<file path="src/rtl/miriscv_pkg.sv">
// Shared definitions for the load/store unit: funct3 size codes, FSM state type
// and the alignment legality rule used by the LSU datapath.
package miriscv_pkg;

   localparam logic [2:0] LDST_B  = 3'd0;
   localparam logic [2:0] LDST_H  = 3'd1;
   localparam logic [2:0] LDST_W  = 3'd2;
   localparam logic [2:0] LDST_BU = 3'd4;
   localparam logic [2:0] LDST_HU = 3'd5;

   typedef enum logic [1:0] {
      LSU_IDLE = 2'd0,
      LSU_REQ  = 2'd1,
      LSU_RESP = 2'd2
   } lsu_state_e;

   // True when the size code is illegal or the address offset breaks natural alignment.
   function automatic logic lsu_access_bad(input logic [2:0] size, input logic [1:0] off);
      logic bad;
      case (size)
         LDST_B, LDST_BU: bad = 1'b0;
         LDST_H, LDST_HU: bad = off[0];
         LDST_W:          bad = (off != 2'b00);
         default:         bad = 1'b1;
      endcase
      return bad;
   endfunction

endpackage

</file>
<file path="src/rtl/miriscv_lsu_align.sv">
// Combinational lane logic: byte enables, store replication, access legality
// and load-lane extraction with sign/zero extension.
module miriscv_lsu_align
   import miriscv_pkg::*;
(
   input  logic [2:0]  size_i,
   input  logic [1:0]  off_i,
   input  logic [31:0] wdata_i,
   output logic [3:0]  be_o,
   output logic [31:0] wdata_o,
   output logic        bad_o,
   input  logic [2:0]  ld_size_i,
   input  logic [1:0]  ld_off_i,
   input  logic [31:0] rdata_i,
   output logic [31:0] ldata_o
);

   logic [7:0]  ld_byte_s;
   logic [15:0] ld_half_s;

   // Store-side byte enables and lane-replicated write data.
   always_comb begin
      be_o    = 4'b0000;
      wdata_o = 32'h0000_0000;
      bad_o   = lsu_access_bad(size_i, off_i);
      case (size_i)
         LDST_B, LDST_BU: begin
            be_o    = 4'b0001 << off_i;
            wdata_o = {4{wdata_i[7:0]}};
         end
         LDST_H, LDST_HU: begin
            be_o    = 4'b0011 << off_i;
            wdata_o = {2{wdata_i[15:0]}};
         end
         LDST_W: begin
            be_o    = 4'b1111;
            wdata_o = wdata_i;
         end
         default: begin
            be_o    = 4'b0000;
            wdata_o = 32'h0000_0000;
         end
      endcase
   end

   assign ld_byte_s = rdata_i[{ld_off_i, 3'b000} +: 8];
   assign ld_half_s = ld_off_i[1] ? rdata_i[31:16] : rdata_i[15:0];

   // Load-side lane selection and extension.
   always_comb begin
      ldata_o = 32'h0000_0000;
      case (ld_size_i)
         LDST_B:  ldata_o = {{24{ld_byte_s[7]}}, ld_byte_s};
         LDST_BU: ldata_o = {24'h00_0000, ld_byte_s};
         LDST_H:  ldata_o = {{16{ld_half_s[15]}}, ld_half_s};
         LDST_HU: ldata_o = {16'h0000, ld_half_s};
         LDST_W:  ldata_o = rdata_i;
         default: ldata_o = 32'h0000_0000;
      endcase
   end

endmodule

</file>
<file path="src/rtl/miriscv_lsu.sv">
// Load/store unit: IDLE/REQ/RESP handshake FSM with a transaction timeout,
// driving a word-addressed data bus and returning extended load data to the core.
module miriscv_lsu
   import miriscv_pkg::*;
#(
   parameter int TIMEOUT = 255
) (
   input  logic        clk_i,
   input  logic        arstn_i,
   input  logic        lsu_req_i,
   input  logic        lsu_we_i,
   input  logic [2:0]  lsu_size_i,
   input  logic [31:0] lsu_addr_i,
   input  logic [31:0] lsu_data_i,
   output logic [31:0] lsu_data_o,
   output logic        lsu_stall_req_o,
   output logic        misaligned_o,
   output logic        bus_err_o,
   output logic        data_req_o,
   output logic        data_we_o,
   output logic [3:0]  data_be_o,
   output logic [31:0] data_addr_o,
   output logic [31:0] data_wdata_o,
   input  logic        data_gnt_i,
   input  logic        data_rvalid_i,
   input  logic [31:0] data_rdata_i
);

   localparam int CNT_W = ($clog2(TIMEOUT + 1) > 8) ? $clog2(TIMEOUT + 1) : 8;

   lsu_state_e       state_q;
   logic [CNT_W-1:0] cnt_q;
   logic             data_req_q;
   logic             data_we_q;
   logic [3:0]       data_be_q;
   logic [31:0]      data_addr_q;
   logic [31:0]      data_wdata_q;
   logic             ld_we_q;
   logic [2:0]       ld_size_q;
   logic [1:0]       ld_off_q;

   logic [3:0]       be_s;
   logic [31:0]      wdata_s;
   logic             bad_s;
   logic [31:0]      ldata_s;
   logic             accept_s;
   logic             misal_s;
   logic             done_s;
   logic             tmo_s;

   miriscv_lsu_align u_align (
      .size_i    (lsu_size_i),
      .off_i     (lsu_addr_i[1:0]),
      .wdata_i   (lsu_data_i),
      .be_o      (be_s),
      .wdata_o   (wdata_s),
      .bad_o     (bad_s),
      .ld_size_i (ld_size_q),
      .ld_off_i  (ld_off_q),
      .rdata_i   (data_rdata_i),
      .ldata_o   (ldata_s)
   );

   // Release conditions; rvalid wins over a timeout landing in the same cycle.
   always_comb begin
      accept_s = (state_q == LSU_IDLE) && lsu_req_i && !bad_s;
      misal_s  = (state_q == LSU_IDLE) && lsu_req_i && bad_s;
      done_s   = (state_q == LSU_RESP) && data_rvalid_i;
      tmo_s    = (state_q != LSU_IDLE) && !done_s && (cnt_q == CNT_W'(TIMEOUT - 1));
   end

   // Core-facing outputs, forced low while reset is asserted.
   always_comb begin
      lsu_stall_req_o = 1'b0;
      misaligned_o    = 1'b0;
      bus_err_o       = 1'b0;
      lsu_data_o      = 32'h0000_0000;
      if (!arstn_i) begin
         lsu_stall_req_o = lsu_req_i && !(done_s || misal_s || tmo_s);
         misaligned_o    = misal_s;
         bus_err_o       = tmo_s;
         lsu_data_o      = (done_s && !ld_we_q) ? ldata_s : 32'h0000_0000;
      end else begin
         lsu_stall_req_o = 1'b0;
      end
   end

   // Transaction FSM, timeout counter and registered bus outputs.
   always_ff @(posedge clk_i or posedge arstn_i) begin
      if (arstn_i) begin
         state_q      <= LSU_IDLE;
         cnt_q        <= '0;
         data_req_q   <= 1'b0;
         data_we_q    <= 1'b0;
         data_be_q    <= 4'b0000;
         data_addr_q  <= 32'h0000_0000;
         data_wdata_q <= 32'h0000_0000;
         ld_we_q      <= 1'b0;
         ld_size_q    <= 3'b000;
         ld_off_q     <= 2'b00;
      end else begin
         case (state_q)
            LSU_IDLE: begin
               if (accept_s) begin
                  state_q      <= LSU_REQ;
                  cnt_q        <= '0;
                  data_req_q   <= 1'b1;
                  data_we_q    <= lsu_we_i;
                  data_be_q    <= be_s;
                  data_addr_q  <= {lsu_addr_i[31:2], 2'b00};
                  data_wdata_q <= wdata_s;
                  ld_we_q      <= lsu_we_i;
                  ld_size_q    <= lsu_size_i;
                  ld_off_q     <= lsu_addr_i[1:0];
               end
            end
            LSU_REQ: begin
               if (tmo_s || data_gnt_i) begin
                  state_q      <= tmo_s ? LSU_IDLE : LSU_RESP;
                  cnt_q        <= tmo_s ? '0 : cnt_q + CNT_W'(1);
                  data_req_q   <= 1'b0;
                  data_we_q    <= 1'b0;
                  data_be_q    <= 4'b0000;
                  data_addr_q  <= 32'h0000_0000;
                  data_wdata_q <= 32'h0000_0000;
               end else begin
                  cnt_q <= cnt_q + CNT_W'(1);
               end
            end
            LSU_RESP: begin
               if (done_s || tmo_s) begin
                  state_q <= LSU_IDLE;
                  cnt_q   <= '0;
               end else begin
                  cnt_q <= cnt_q + CNT_W'(1);
               end
            end
            default: begin
               state_q    <= LSU_IDLE;
               cnt_q      <= '0;
               data_req_q <= 1'b0;
            end
         endcase
      end
   end

   assign data_req_o   = data_req_q;
   assign data_we_o    = data_we_q;
   assign data_be_o    = data_be_q;
   assign data_addr_o  = data_addr_q;
   assign data_wdata_o = data_wdata_q;

endmodule

</file>
<file path="config.mk">
export PLATFORM = sky130hd
export DESIGN_NAME = miriscv_lsu
export DESIGN_NICKNAME = d
export VERILOG_FILES = /design/src/rtl/miriscv_pkg.sv /design/src/rtl/miriscv_lsu_align.sv /design/src/rtl/miriscv_lsu.sv
export SDC_FILE = /design/constraint.sdc
export NUM_CORES = 1
export LEC_CHECK = 0
export BUFFER_PORTS_ARGS = -buffer_cell sky130_fd_sc_hd__buf_2
export CAP_MARGIN = 20
export CORE_UTILIZATION = 47
export DETAILED_ROUTE_END_ITERATION = 8
export PLACE_DENSITY = 0.8
export SYNTH_ARGS = -nofsm -noshare
export SYNTH_HDL_FRONTEND = slang
export SYNTH_SLANG_ARGS = --single-unit
</file>
<file path="constraint.sdc">
create_clock -name clk_i -period 3.9 [get_ports clk_i]
set_input_delay 0.39 -clock clk_i [delete_from_list [all_inputs] [get_ports clk_i]]
set_output_delay 0.39 -clock clk_i [all_outputs]
set_load 0.05 [all_outputs]
</file>
Yosys cells after proc, flatten, opt, wreduce, memory -nomap -nowiden
Cells that the tools add are included.
{"block": "classes", "reduce_logical": 28, "add_sub_neg": 1, "n_eq_ne": 14, "bitwise": 1, "muxes": 33, "shifts": 3}
{"op": "two-way mux 32 bit", "n": 5}
{"op": "case mux 32 bit (5 select lines)", "n": 1}
{"op": "case mux 32 bit (2 select lines)", "n": 2}
{"op": "case mux 32 bit (3 select lines)", "n": 1}
{"op": "two-way mux 8 bit", "n": 4}
{"op": "indexed part select 32 x 6 -> 8 bit", "n": 1}
{"op": "case mux 8 bit (3 select lines)", "n": 1}
{"op": "two-way mux 16 bit", "n": 1}
{"op": "equality test 3 bit (second input constant)", "n": 4}
{"op": "case mux 4 bit (3 select lines)", "n": 1}
{"op": "AND reduction 3 bit", "n": 3}
{"op": "adder 8 x 1 -> 8 bit (second input constant)", "n": 1}
{"op": "equality test 8 bit (second input constant)", "n": 1}
{"op": "logical AND 1 bit", "n": 8}
{"op": "two-way mux 2 bit", "n": 4}
{"op": "two-way mux 4 bit", "n": 2}
{"op": "case mux 4 bit (2 select lines)", "n": 1}
{"op": "equality test 3 x 1 -> 1 bit (second input constant)", "n": 2}
{"op": "equality test 3 x 2 -> 1 bit (second input constant)", "n": 2}
{"op": "logical NOT 3 bit", "n": 2}
{"op": "two-way mux 1 bit", "n": 6}
{"op": "case mux 1 bit (3 select lines)", "n": 2}
{"op": "case mux 2 bit (3 select lines)", "n": 1}
{"op": "nonzero test 2 bit", "n": 3}
{"op": "13 further kinds", "n": 21}
{"block": "word_totals", "input_bits": 105, "wordCells": 90, "out_inout_bits": 105, "reg_bits": 86}

Logic depth before layout (Yosys ltp)
Gate-level depths: netlist of the first run.
{"block": "depth", "ltp_word": 9, "mapped_depth": 10, "mapped_depth_nobuf": 7}

Cells and area by module
Synthesis of the first run repeated with hierarchy kept, for this count alone.
{"block": "hier_totals", "cells_unflattened": 560, "hier_area_um2": 5386.4}
{"module": "miriscv_lsu", "instances": 1, "cells_each": 331, "area_per_inst_um2": 3887.5, "seq_area_each_um2": 2102.0}
{"module": "miriscv_lsu_align", "instances": 1, "cells_each": 229, "area_per_inst_um2": 1498.9, "seq_area_each_um2": 0.0}

Worst setup path after synthesis of the first run
Ideal clock, no wire load.
{"block": "synth_path", "path_kind": "input-to-output", "startpoint": "input port arstn_i", "endpoint": "output port lsu_stall_req_o", "stages": 3, "required_time_ps": 3510, "arrival_time_ps": 3302, "slack_ps": 208, "n_path_buf": 0, "path_cell_list": "inv_1 o2111ai_1 a31oi_1"}
{"block": "synth_via", "elab_chain_len": 1}
{"element": "from (decl)", "line": "miriscv_lsu.sv:9", "source": "input logic arstn_i,"}
{"element": "two-way mux 1 bit", "line": "miriscv_lsu.sv:78", "source": "if (!arstn_i) begin"}
{"element": "to (decl)", "line": "miriscv_lsu.sv:16", "source": "output logic lsu_stall_req_o,"}
Every way passes these cells.

Worst setup path after layout of the first run
{"block": "layout_path", "startpoint": "register state_q[0]", "endpoint": "output port lsu_data_o[19]"}
{"block": "layout_via", "elab_chain_len": 5}
{"element": "from (decl)", "line": "miriscv_lsu.sv:31", "source": "lsu_state_e state_q;"}
{"element": "from (signal assigned)", "line": "miriscv_lsu.sv:119", "source": "state_q <= tmo_s ? LSU_IDLE : LSU_RESP;"}
{"element": "equality test 2 bit", "line": "miriscv_lsu.sv:68", "source": "done_s = (state_q == LSU_RESP) && data_rvalid_i;"}
{"element": "logical AND 1 bit", "line": "miriscv_lsu.sv:68"}
{"element": "logical AND 1 bit", "line": "miriscv_lsu.sv:82", "source": "lsu_data_o = (done_s && !ld_we_q) ? ldata_s : 32'h0000_0000;"}
{"element": "two-way mux 32 bit", "line": "miriscv_lsu.sv:82"}
{"element": "two-way mux 32 bit", "line": "miriscv_lsu.sv:78"}
{"element": "to (decl)", "line": "miriscv_lsu.sv:15", "source": "output logic [31:0] lsu_data_o,"}
Every way passes these cells.

==> summary.txt, run 1 <==
Job
  • Max Cap Violations: 0

Placed design
  • Placed inst area: 0.00561 sq mm
  • Port Buffers: 207
  • DP Worst Slack: 1.07 ns
  • # placed instances: 794
  • Placer Congestion: 0.910
  • HPWL after DPL: 9.93 mm

Power
  • Leak: 2.96 nW
  • Power per cell area: 787 mW/mm^2
  • Worst vdd ir: 0.000497 V
  • Total power: 4.58 mW

Routing
  • Vias per cell: 5.57
  • Drt pass-1 iters: 5
  • Routed WL per cell: 16.4 um
  • Residual DRC count: 0
  • Via count: 4521
  • Iteration-0 DRC count of the detailed router: 228
  • Final wirelength: 13.3 mm
  • Final antenna-violating net count: 0

Cells and area
  • Finished Cell Area: 0.00582 sq mm
  • Nets: 788
  • Area growth syn-to-layout: 27.3%
  • Fin cells: 811
  • Ant. Diodes: 0
  • Layout cell share with drive strength beyond 1: 0.427

Setup path
  • CP bufs+invs: 2
  • Startpoint types: register
  • Crit-path slowest cell: nand2_1
  • CP Class: reg -> out
  • Critical-path cell list: inv_1 > ha_1 > nand2_1 > nor3_1 > nand2_1 > a21oi_1 > buf_2
  • Crit-path max cell delay: 0.43 ns
  • Most used cell, CP: nand2_1
  • Crit-path max FO: 16
  • Crit path max-delay family: simple AND/OR/NAND/NOR gates
  • CP Data Required Time: 3.51 ns
  • Critical path arrival: 2.51 ns
  • Crit. End Element: output pin
  • R2r setup slk: 1.02 ns

Floorplan
  • # IOs: 210
  • Die Footprint: 0.0101 sq mm
  • Die Wd: 101 um
  • Die Ht: 101 um
  • Initial Util: 0.490
  • Core area: 0.00933 sq mm
  • Std cell rows: 35

Timing
  • Least-Margin Pin Slew: 1.01 ns
  • Fin. Hold Viols: 0
  • Layout Skew: 0.00887 ns
  • Fin crit period: 2.90 ns
  • Max-slew headroom: 0.326
  • Final WS setup: 0.997 ns
  • Max Clk Rate: 345 MHz
  • Pins Over Slew Limit: 0
  • Crit share post-route: 0.744
  • Final setup fails: 0
  • Setup TNS: 0 ns
  • RSZ-0062 raised after global routing: false

Synthesis
  • Most used DFF post-synth: dfrtp_1
  • Area share of the largest cell type after synthesis: 0.460
  • EDFF count, synth: 0
  • Asr flop ratio synth: 1.00
  • Leading post-synthesis cells by cell area: dfrtp_1 46%, a22o_2 7.7%, nand2_1 7.2%
  • Synth warn: 0
  • Average cell area after synthesis: 9.35 sq um
  • Seq/Total Area, Yosys: 0.460
  • Mapped cell area: 0.00457 sq mm
  • Mapped Cells: 489
  • Synth Register Bits: 84
  • Yosys cell types: 54
  • Synth area leader: dfrtp_1

Global route
  • Gr ovfl total: 0
  • Total track usage: 0.260
  • First-pass GRT wire length: 20.6 mm
  • Largest net degree at the start of global routing: 85
  • Vias in the first global route: 4145
  • Initial antenna violation count: 0

CTS
  • TritonCTS Buffers: 9
  • Clock tree from TritonCTS: done
  • Clk_lat worst skew: 0.36 ns
  • CTS resizes: 0
  • H-Tree Depth: 3
  • Clock Sinks: 84
  • CTS root buffer: clkbuf_8
  • Clock Pin Slew Worst Setup and Hold Paths: 0.09 ns
  • Setup Fix Bufs, Post-CTS: 0
  • Hold_buf cts: 0
  • CTS max path bufs: 2

Outcome
  • Status: finished clean

Worst hold path
  • HP Class: in -> async
==> cells by family after synthesis <==
| kind of cell | after synthesis | share of synthesized area |
|---|---|---|
| and+or+nand+nor | 152 | 0.153 |
| DFF | 84 | 0.460 |
| buffers and inverters | 42 | 0.0517 |
| other | 1 | 0.000820 |
| AOI/OAI and AO/OA | 186 | 0.272 |
| muxes | 18 | 0.0463 |
| adders and majority gates | 6 | 0.0164 |
==> final cells by class <==
type	instances	area [sq um]
Sequential cell	84	2100
Multi-Input combinational cell	364	2250
Fill cell	810	3510
Clock inverter	7	58.8
Timing Repair Buffer	212	1100
Tap cell	129	161
Inverter	6	23.8
Clock buffer	9	124
==> layer usage <==
metal	up-vias	part of all wire	GRT usage
met4	0	0.026	0.0881
met3	30	0.065	0.0520
met2	197	0.49	0.431
met1	2169	0.42	0.340
li1	2125	-	-
met5	-	0	0
==> cells in the final DEF, fill, tap and decap left out, drive strengths merged, types with 8 or more instances in the layout <==
master,netlist,routed
buf,18,212
nand2,88,88
dfrtp,84,84
a21oi,61,61
o21ai,49,49
a22o,43,43
nor2,19,19
mux2,15,15
a22oi,13,13
nor2b,12,12
clkbuf,18,9
inv,6,8
==> stage by stage <==
stage | utilization | hold WS (ns)
3_3_place_gp | 0.601 | 0.456
6_report | 0.624 | 0.164
4_1_cts | 0.621 | 0.231
3_5_place_dp | 0.602 | 0.468
5_1_grt | 0.624 | 0.192
2_1_floorplan | - | 0.478
==> final timing paths <==
path | endpoint | startpoint | depth (start not counted)
min in group clk_i | data_addr_o[18]$_DFFE_PP0P_ | lsu_addr_i[18] | 2
setup / recovery | lsu_data_o[19] | state_q[0]$_DFFE_PP0P_ | 7
max in group asynchronous | cnt_q[6]$_DFFE_PP0P_ | arstn_i | 4
hold reg to reg | data_be_o[1]$_DFFE_PP0P_ | data_be_o[1]$_DFFE_PP0P_ | 2
hold / removal | data_wdata_o[9]$_DFFE_PP0P_ | arstn_i | 3
setup reg to reg | data_addr_o[6]$_DFFE_PP0P_ | state_q[0]$_DFFE_PP0P_ | 7
==> registers in the layout, summed over array words and instances, names as in the netlist <==
name	flops
data_be_o	4
data_req_o	1
data_we_o	1
ld_we_q	1
cnt_q	8
ld_off_q	2
data_wdata_o	32
data_addr_o	30
state_q	2
ld_size_q	3
==> worst min-delay path, stage by stage <==
cell and delay, ns:
buf_2 0.13, clkinv_2 0.05, buf_4 0.38
==> where the power goes <==
group / leakage [nW] / internal [mW] / switching (mW)
registers: 1.11 / 1.16 / 0.198
clock network: 0.0921 / 0.241 / 0.339
logic: 1.77 / 0.810 / 1.84
==> synth_stat cells, types with 2 or more instances <==
cell	instances
nor3_1	6
buf_2	6
mux2i_1	2
nor2b_1	12
dfrtp_1	84
buf_4	3
inv_1	6
nor2_1	19
a22o_1	8
buf_6	8
o21ai_1	4
clkbuf_1	18
mux2_2	15
a22oi_1	13
ha_1	6
nand2_1	88
o21ai_0	44
a31oi_1	4
nor3b_1	2
nand3_1	5
o31ai_1	2
a22o_2	35
a21oi_1	61
and2_1	4
a21o_2	3
nand2b_1	3
Power figures use the tool's default switching activity.
==> inputs of run 2 (changes only) <==
--- a/config.mk
+++ b/config.mk
@@ -5,11 +5,12 @@
 export SDC_FILE = /design/constraint.sdc
 export NUM_CORES = 1
 export LEC_CHECK = 0
+export ABC_AREA = 1
 export BUFFER_PORTS_ARGS = -buffer_cell sky130_fd_sc_hd__buf_2
 export CAP_MARGIN = 20
-export CORE_UTILIZATION = 47
+export CORE_UTILIZATION = 44
 export DETAILED_ROUTE_END_ITERATION = 8
-export PLACE_DENSITY = 0.8
+export PLACE_DENSITY = 0.78
 export SYNTH_ARGS = -nofsm -noshare
 export SYNTH_HDL_FRONTEND = slang
 export SYNTH_SLANG_ARGS = --single-unit
==> constraint.sdc (replaced) <==
create_clock -name clk_i -period 2.4 [get_ports clk_i]
set_input_delay 0.24 -clock clk_i [delete_from_list [all_inputs] [get_ports clk_i]]
set_output_delay 0.24 -clock clk_i [all_outputs]
set_load 0.05 [all_outputs]
==> run 2 against run 1 <==
  * Via count increased by 15%
  * Cell area up 12%
  * Register-to-register slack got worse by 0.65 ns
  * Sequential share of layout area fell by 3.7 points
  * Worst setup slack got worse by 0.83 ns
  * Total power up 86%
  * Synthesized cell count rose by 41%
  * Sequential cell count stayed put
  * Critical endpoint is now lsu_data_o[31]
==> summary.txt, run 2 <==
Outcome
  • Status: finished clean

Global route
  • Met2 global-route usage: 0.402
  • Vias in the first global route: 4532
  • Met3 Use GR: 0.0478
  • Largest net degree at the start of global routing: 135
  • Gr ovfl total: 0
  • GRT busiest layer: met2
  • First-pass GRT wire length: 21.5 mm
  • Total track usage: 0.234
  • Initial antenna violation count: 0
  • Met1 Resource Use GR: 0.300

Cells and area
  • Layout cell share with drive strength beyond 1: 0.324
  • Most frequent cells in the layout: 273 x nand2_1, 182 x buf_2, 81 x dfrtp_1
  • Nets: 1001
  • Ant. Diodes: 0
  • Leading cell type in the layout, fill and taps excluded: nand2_1
  • Max reg flops: 32
  • Final Util: 0.600
  • Fin cells: 1035
  • Area growth syn-to-layout: 32.5%

Routing
  • Via count: 5198
  • Routed WL per cell: 13.2 um
  • Iteration-0 DRC count of the detailed router: 402
  • Drt pass-1 iters: 5
  • Vias per cell: 5.02
  • Final wirelength: 13.6 mm
  • Final antenna-violating net count: 0
  • Residual DRC count: 0

Synthesis
  • Post-synth top cells: 277 x nand2_1, 84 x dfrtp_1, 69 x o21ai_1
  • Seq/Total Area, Yosys: 0.429
  • EDFF count, synth: 0
  • Mapped Cells: 690
  • Most used DFF post-synth: dfrtp_1
  • Synth Register Bits: 84
  • Area share of the largest cell type after synthesis: 0.429
  • Synth warn: 0
  • Mapped cell area: 0.00490 sq mm
  • Average cell area after synthesis: 7.11 sq um
  • Asr flop ratio synth: 1.00
  • Yosys cell types: 34
  • Synth area leader: dfrtp_1
  • Count leader, synth: nand2_1
  • Leading post-synthesis cells by cell area: dfrtp_1 43%, nand2_1 21%, o21ai_1 7.0%

Setup path
  • CP Class: reg -> out
  • Crit. End Element: output pin
  • Crit-path slowest cell: dfrtp_1
  • Startpoint types: register
  • CP bufs+invs: 3
  • Critical path arrival: 1.99 ns
  • Crit-path max FO: 20
  • Crit path max-delay family: buffers and inverters
  • CP Data Required Time: 2.16 ns
  • Critical-path cell list: inv_2 > ha_4 > nand2_2 > nor2_2 > nand3_4 > buf_12 > a31oi_1 > clkbuf_4
  • Crit-path max cell delay: 0.41 ns

CTS
  • Clock Sinks: 84
  • Clk_lat worst skew: 0.36 ns
  • TritonCTS Buffers: 9
  • Clock tree from TritonCTS: done
  • H-Tree Depth: 3
  • CTS max path bufs: 2
  • CTS root buffer: clkbuf_8
  • Hold_buf cts: 0
  • Clock Pin Slew Worst Setup and Hold Paths: 0.11 ns

Timing
  • RSZ-0062 raised after global routing: false
  • Crit share post-route: 0.930
  • Hold WS: 0.0725 ns
  • Max Clk Rate: 448 MHz
  • Final WS setup: 0.168 ns
  • Fin crit period: 2.23 ns
  • Fin. Hold Viols: 0
  • Final setup fails: 0
  • Max-slew headroom: 0.510
  • Layout Skew: 0.0189 ns
  • Least-Margin Pin Slew: 0.730 ns
  • Pins Over Slew Limit: 0

Power
  • Worst vdd ir: 0.000909 V
  • Total power: 8.53 mW
  • Power per cell area: 1310 mW/mm^2
  • Leak: 3.46 nW

Floorplan
  • Die Ht: 108 um
  • Die Footprint: 0.0116 sq mm
  • Initial Util: 0.452
  • # IOs: 210
  • Die Wd: 108 um
  • Core area: 0.0108 sq mm
  • Std cell rows: 38

Placed design
  • # placed instances: 1016
  • DP Worst Slack: 0.246 ns
  • HPWL after DPL: 10.2 mm
  • Port Buffers: 207
  • Placer Congestion: 0.854

Worst hold path
  • HP Class: in -> async

Job
  • Max Cap Violations: 0
-- run 2: area by class of cell --
| cell class | count | area (sq um) |
|---|---|---|
| fill | 1023 | 4340 |
| multi-input combinational | 511 | 2530 |
| sequential | 84 | 2110 |
| timing repair buffer | 226 | 1270 |
| inverter | 58 | 231 |
| tap | 140 | 175 |
| clock buffer | 9 | 124 |
| clock inverter | 7 | 65.1 |
-- run 2: kinds of logic (layout without fill, tap and decap cells) --
| logic type | count (synthesis) | in the layout | synth area share |
|---|---|---|---|
| compound gates | 150 | 150 | 0.172 |
| fa+ha+maj | 6 | 6 | 0.0153 |
| flops | 84 | 84 | 0.429 |
| buf+inv | 96 | 300 | 0.0895 |
| simple gates | 351 | 351 | 0.290 |
| xor+xnor | 2 | 2 | 0.00357 |
| other cells | 1 | 2 | 0.000765 |
-- run 2: per-stage QoR --
stage	setup TNS, ns	cell area (sq um)
2_1_floorplan	-2.33	5040
3_3_place_gp	0	6170
3_5_place_dp	0	6170
4_1_cts	-0.0424	6380
5_1_grt	0	6500
6_report	0	6500
-- run 2: worst paths after layout --
check | from | to | slack (ns) | cells past startpoint
worst max-delay path | state_q[0]$_DFFE_PP0P_ | lsu_data_o[31] | 0.17 | 8
worst min-delay path | arstn_i | data_addr_o[25]$_DFFE_PP0P_ | 0.07 | 3
worst max register to register | state_q[1]$_DFFE_PP0P_ | data_wdata_o[21]$_DFFE_PP0P_ | 0.37 | 9
worst min register to register | data_addr_o[13]$_DFFE_PP0P_ | data_addr_o[13]$_DFFE_PP0P_ | 0.49 | 2
max in group asynchronous | arstn_i | cnt_q[7]$_DFFE_PP0P_ | 1.34 | 4
min in group clk_i | lsu_addr_i[20] | data_addr_o[20]$_DFFE_PP0P_ | 0.11 | 3
-- run 2: what timing repair did --
action	4_1_cts	5_1_grt
setup buffers	0	3
gates cloned	0	0
endpoints found under the setup margin	24	33
pin swaps	0	3
gates resized for setup	9	46
-- run 2: power by group --
group	leakage [nW]	switching [mW]	internal (mW)
Sequential	1.08	0.310	1.97
Combinational	2.28	3.92	1.35
Clock	0.0878	0.577	0.401
-- run 2: routing by layer --
metal / wire (um) / up-vias
met5: 0 / -
met1: 5900 / 2380
met2: 6760 / 162
met3: 847 / 11
li1: - / 2645
met4: 118 / 0
-- run 2: worst min-delay path: stages --
cell	delay, ns
buf_2	0.12
clkinvlp_4	0.08
buf_4	0.43
==> inputs of run 3 (changes only) <==
--- a/config.mk
+++ b/config.mk
@@ -8,9 +8,11 @@
 export ABC_AREA = 1
 export BUFFER_PORTS_ARGS = -buffer_cell sky130_fd_sc_hd__buf_2
 export CAP_MARGIN = 20
-export CORE_UTILIZATION = 44
+export CELL_PAD_IN_SITES_DETAIL_PLACEMENT = 0
+export CELL_PAD_IN_SITES_GLOBAL_PLACEMENT = 1
+export CORE_UTILIZATION = 30
 export DETAILED_ROUTE_END_ITERATION = 8
-export PLACE_DENSITY = 0.78
+export PLACE_DENSITY_LB_ADDON = 0.1
 export SYNTH_ARGS = -nofsm -noshare
 export SYNTH_HDL_FRONTEND = slang
 export SYNTH_SLANG_ARGS = --single-unit
==> run 3 against run 2 <==
  * Wire length up 16%
  * Sequential cell count did not move
  * First-iteration DRC count fell by 40%
  * Worst hold slack better by 0.022 ns
  * Non-clock buffer count is 5 lower
  * Register-to-register slack worse by 0.14 ns
  * Via count fell by 0.46%
  * Sequential share of layout area shrank 0.76 points
  * Die area rose by 46%
  * Worst setup slack lost 0.045 ns
  * Final cell count increased by 7.0%
  * Critical path type unchanged
  * Critical endpoint is now lsu_data_o[10]
  * Highest routed layer unchanged
==> summary.txt, run 3 (same netlist as run 2, synthesis figures left out) <==
Timing
  • Layout Skew: 0.00895 ns
  • Fin crit period: 2.28 ns
  • Fin. Hold Viols: 0
  • Max Clk Rate: 439 MHz
  • Least-Margin Pin Slew: 0.712 ns
  • Max-slew headroom: 0.522
  • Setup TNS: 0 ns
  • Pins Over Slew Limit: 0
  • Hold WS: 0.0948 ns
  • Crit share post-route: 0.949
  • RSZ-0062 raised after global routing: false
  • Final setup fails: 0

Routing
  • Drt pass-1 iters: 4
  • Final wirelength: 15.8 mm
  • Iteration-0 DRC count of the detailed router: 243
  • Routed WL per cell: 14.3 um
  • Vias per cell: 4.67
  • Residual DRC count: 0
  • Via count: 5174
  • Final antenna-violating net count: 0

Cells and area
  • Final Util: 0.417
  • Filler cells: 1739
  • Area growth syn-to-layout: 35.6%
  • Finished Cell Area: 0.00665 sq mm
  • Leading cell type in the layout, fill and taps excluded: nand2_1
  • Layout cell share with drive strength beyond 1: 0.317
  • Max reg flops: 32
  • Nets: 996
  • Most frequent cells in the layout: 274 x nand2_1, 181 x buf_2, 82 x dfrtp_1

Setup path
  • CP Data Required Time: 2.16 ns
  • R2R depth: 10
  • Crit-path max FO: 24
  • Startpoint types: register
  • CP Class: reg -> out
  • Critical path arrival: 2.04 ns
  • Crit. End Element: output pin

Placed design
  • Placed inst area: 0.00624 sq mm
  • Placer Congestion: 0.819
  • Port Buffers: 207
  • HPWL after DPL: 11.7 mm

Floorplan
  • Initial Util: 0.308
  • Die Wd: 130 um
  • Std cell rows: 46
  • Die Footprint: 0.0169 sq mm
  • # IOs: 210
  • Core area: 0.0159 sq mm
  • Die Ht: 130 um

Worst hold path
  • HP Class: in -> async

Global route
  • Total track usage: 0.190
  • GRT busiest layer: met2
  • First-pass GRT wire length: 24.8 mm
  • Met2 global-route usage: 0.296
  • Gr ovfl total: 0
  • Met1 Resource Use GR: 0.257
  • Initial antenna violation count: 1
  • Met3 Use GR: 0.0472
  • Vias in the first global route: 4750
  • Largest net degree at the start of global routing: 135

Power
  • Logic pwr share: 0.590
  • Total power: 8.90 mW
  • Power per cell area: 1340 mW/mm^2
  • Sw Share: 0.548
  • Power Internal: 4.03 mW
  • Clk pwr share: 0.150
  • Leak: 3.49 nW
  • Sequential power share: 0.259
  • Worst vdd ir: 0.00148 V
  • NetSw: 4.87 mW

Job
  • Max Cap Violations: 0

CTS
  • Clk_lat worst skew: 0.34 ns
  • Clock tree from TritonCTS: done
  • Clock Sinks: 84
  • CTS root buffer: clkbuf_16
  • H-Tree Depth: 3
  • Clock Pin Slew Worst Setup and Hold Paths: 0.06 ns
  • Hold_buf cts: 0
  • TritonCTS Buffers: 9
  • CTS max path bufs: 2

Outcome
  • Status: finished clean
==> run 3: final cells by class <==
type	count	area, sq um	area share
antenna	1	2.50	0.000376
clock buffer	10	239	0.0359
clock inverter	6	43.8	0.00658
inverter	58	229	0.0344
multi-input combinational	511	2520	0.379
sequential	84	2100	0.316
tap	216	270	0.0406
timing repair buffer	221	1240	0.186
==> run 3: worst max-delay path: stages, from the launching register on <==
cell and delay [ns]:
dfrtp_1 0.41, inv_2 0.11, ha_4 0.16, nand2_1 0.12, nor2_2 0.15, nand3_4 0.10, buf_6 0.21, a31oi_1 0.20
buf_4 0.23
==> run 3: power groups by stage <==
stage / Clock [mW] / Sequential (mW) / Combinational (mW)
after floorplan: 0 / 3.78 / 2.64
after global placement: 0 / 2.32 / 5.11
after detailed placement: 0 / 2.32 / 5.19
after CTS: 1.40 / 2.30 / 5.24
after global routing: 1.44 / 2.38 / 5.80
final: 1.34 / 2.31 / 5.26
==> run 3: worst paths after layout <==
kind                                                   from                     endpoint  slack [ns]
worst max-delay path                 state_q[0]$_DFFE_PP0P_               lsu_data_o[10]        0.12
worst min-delay path                                arstn_i         cnt_q[5]$_DFFE_PP0P_        0.09
worst max register to register       state_q[1]$_DFFE_PP0P_  data_addr_o[27]$_DFFE_PP0P_        0.23
worst min register to register  data_addr_o[24]$_DFFE_PP0P_  data_addr_o[24]$_DFFE_PP0P_        0.48
max in group asynchronous                           arstn_i     ld_size_q[0]$_DFFE_PP0P_        1.70
min in group clk_i                            lsu_addr_i[4]   data_addr_o[4]$_DFFE_PP0P_        0.14
==> run 3: metal layers <==
metal / part of all wire / wire length [um]
met2: 0.44 / 6990
met5: 0 / 0
met1: 0.48 / 7640
met3: 0.059 / 928
met4: 0.014 / 225
==> run 3: through the flow <==
stage,instances,worst slack (ns)
after floorplan,691,-0.0834
after global placement,1088,0.255
after detailed placement,1088,0.191
after CTS,1104,0.00119
after global routing,1106,0.0126
final,1107,0.123
==> run 3: repair_timing <==
action                     4_1_cts  5_1_grt
pin swaps                        0        1
cloned                           0        0
setup buffers                    0        2
resized for setup               28       15
setup endpoints to repair       33       33
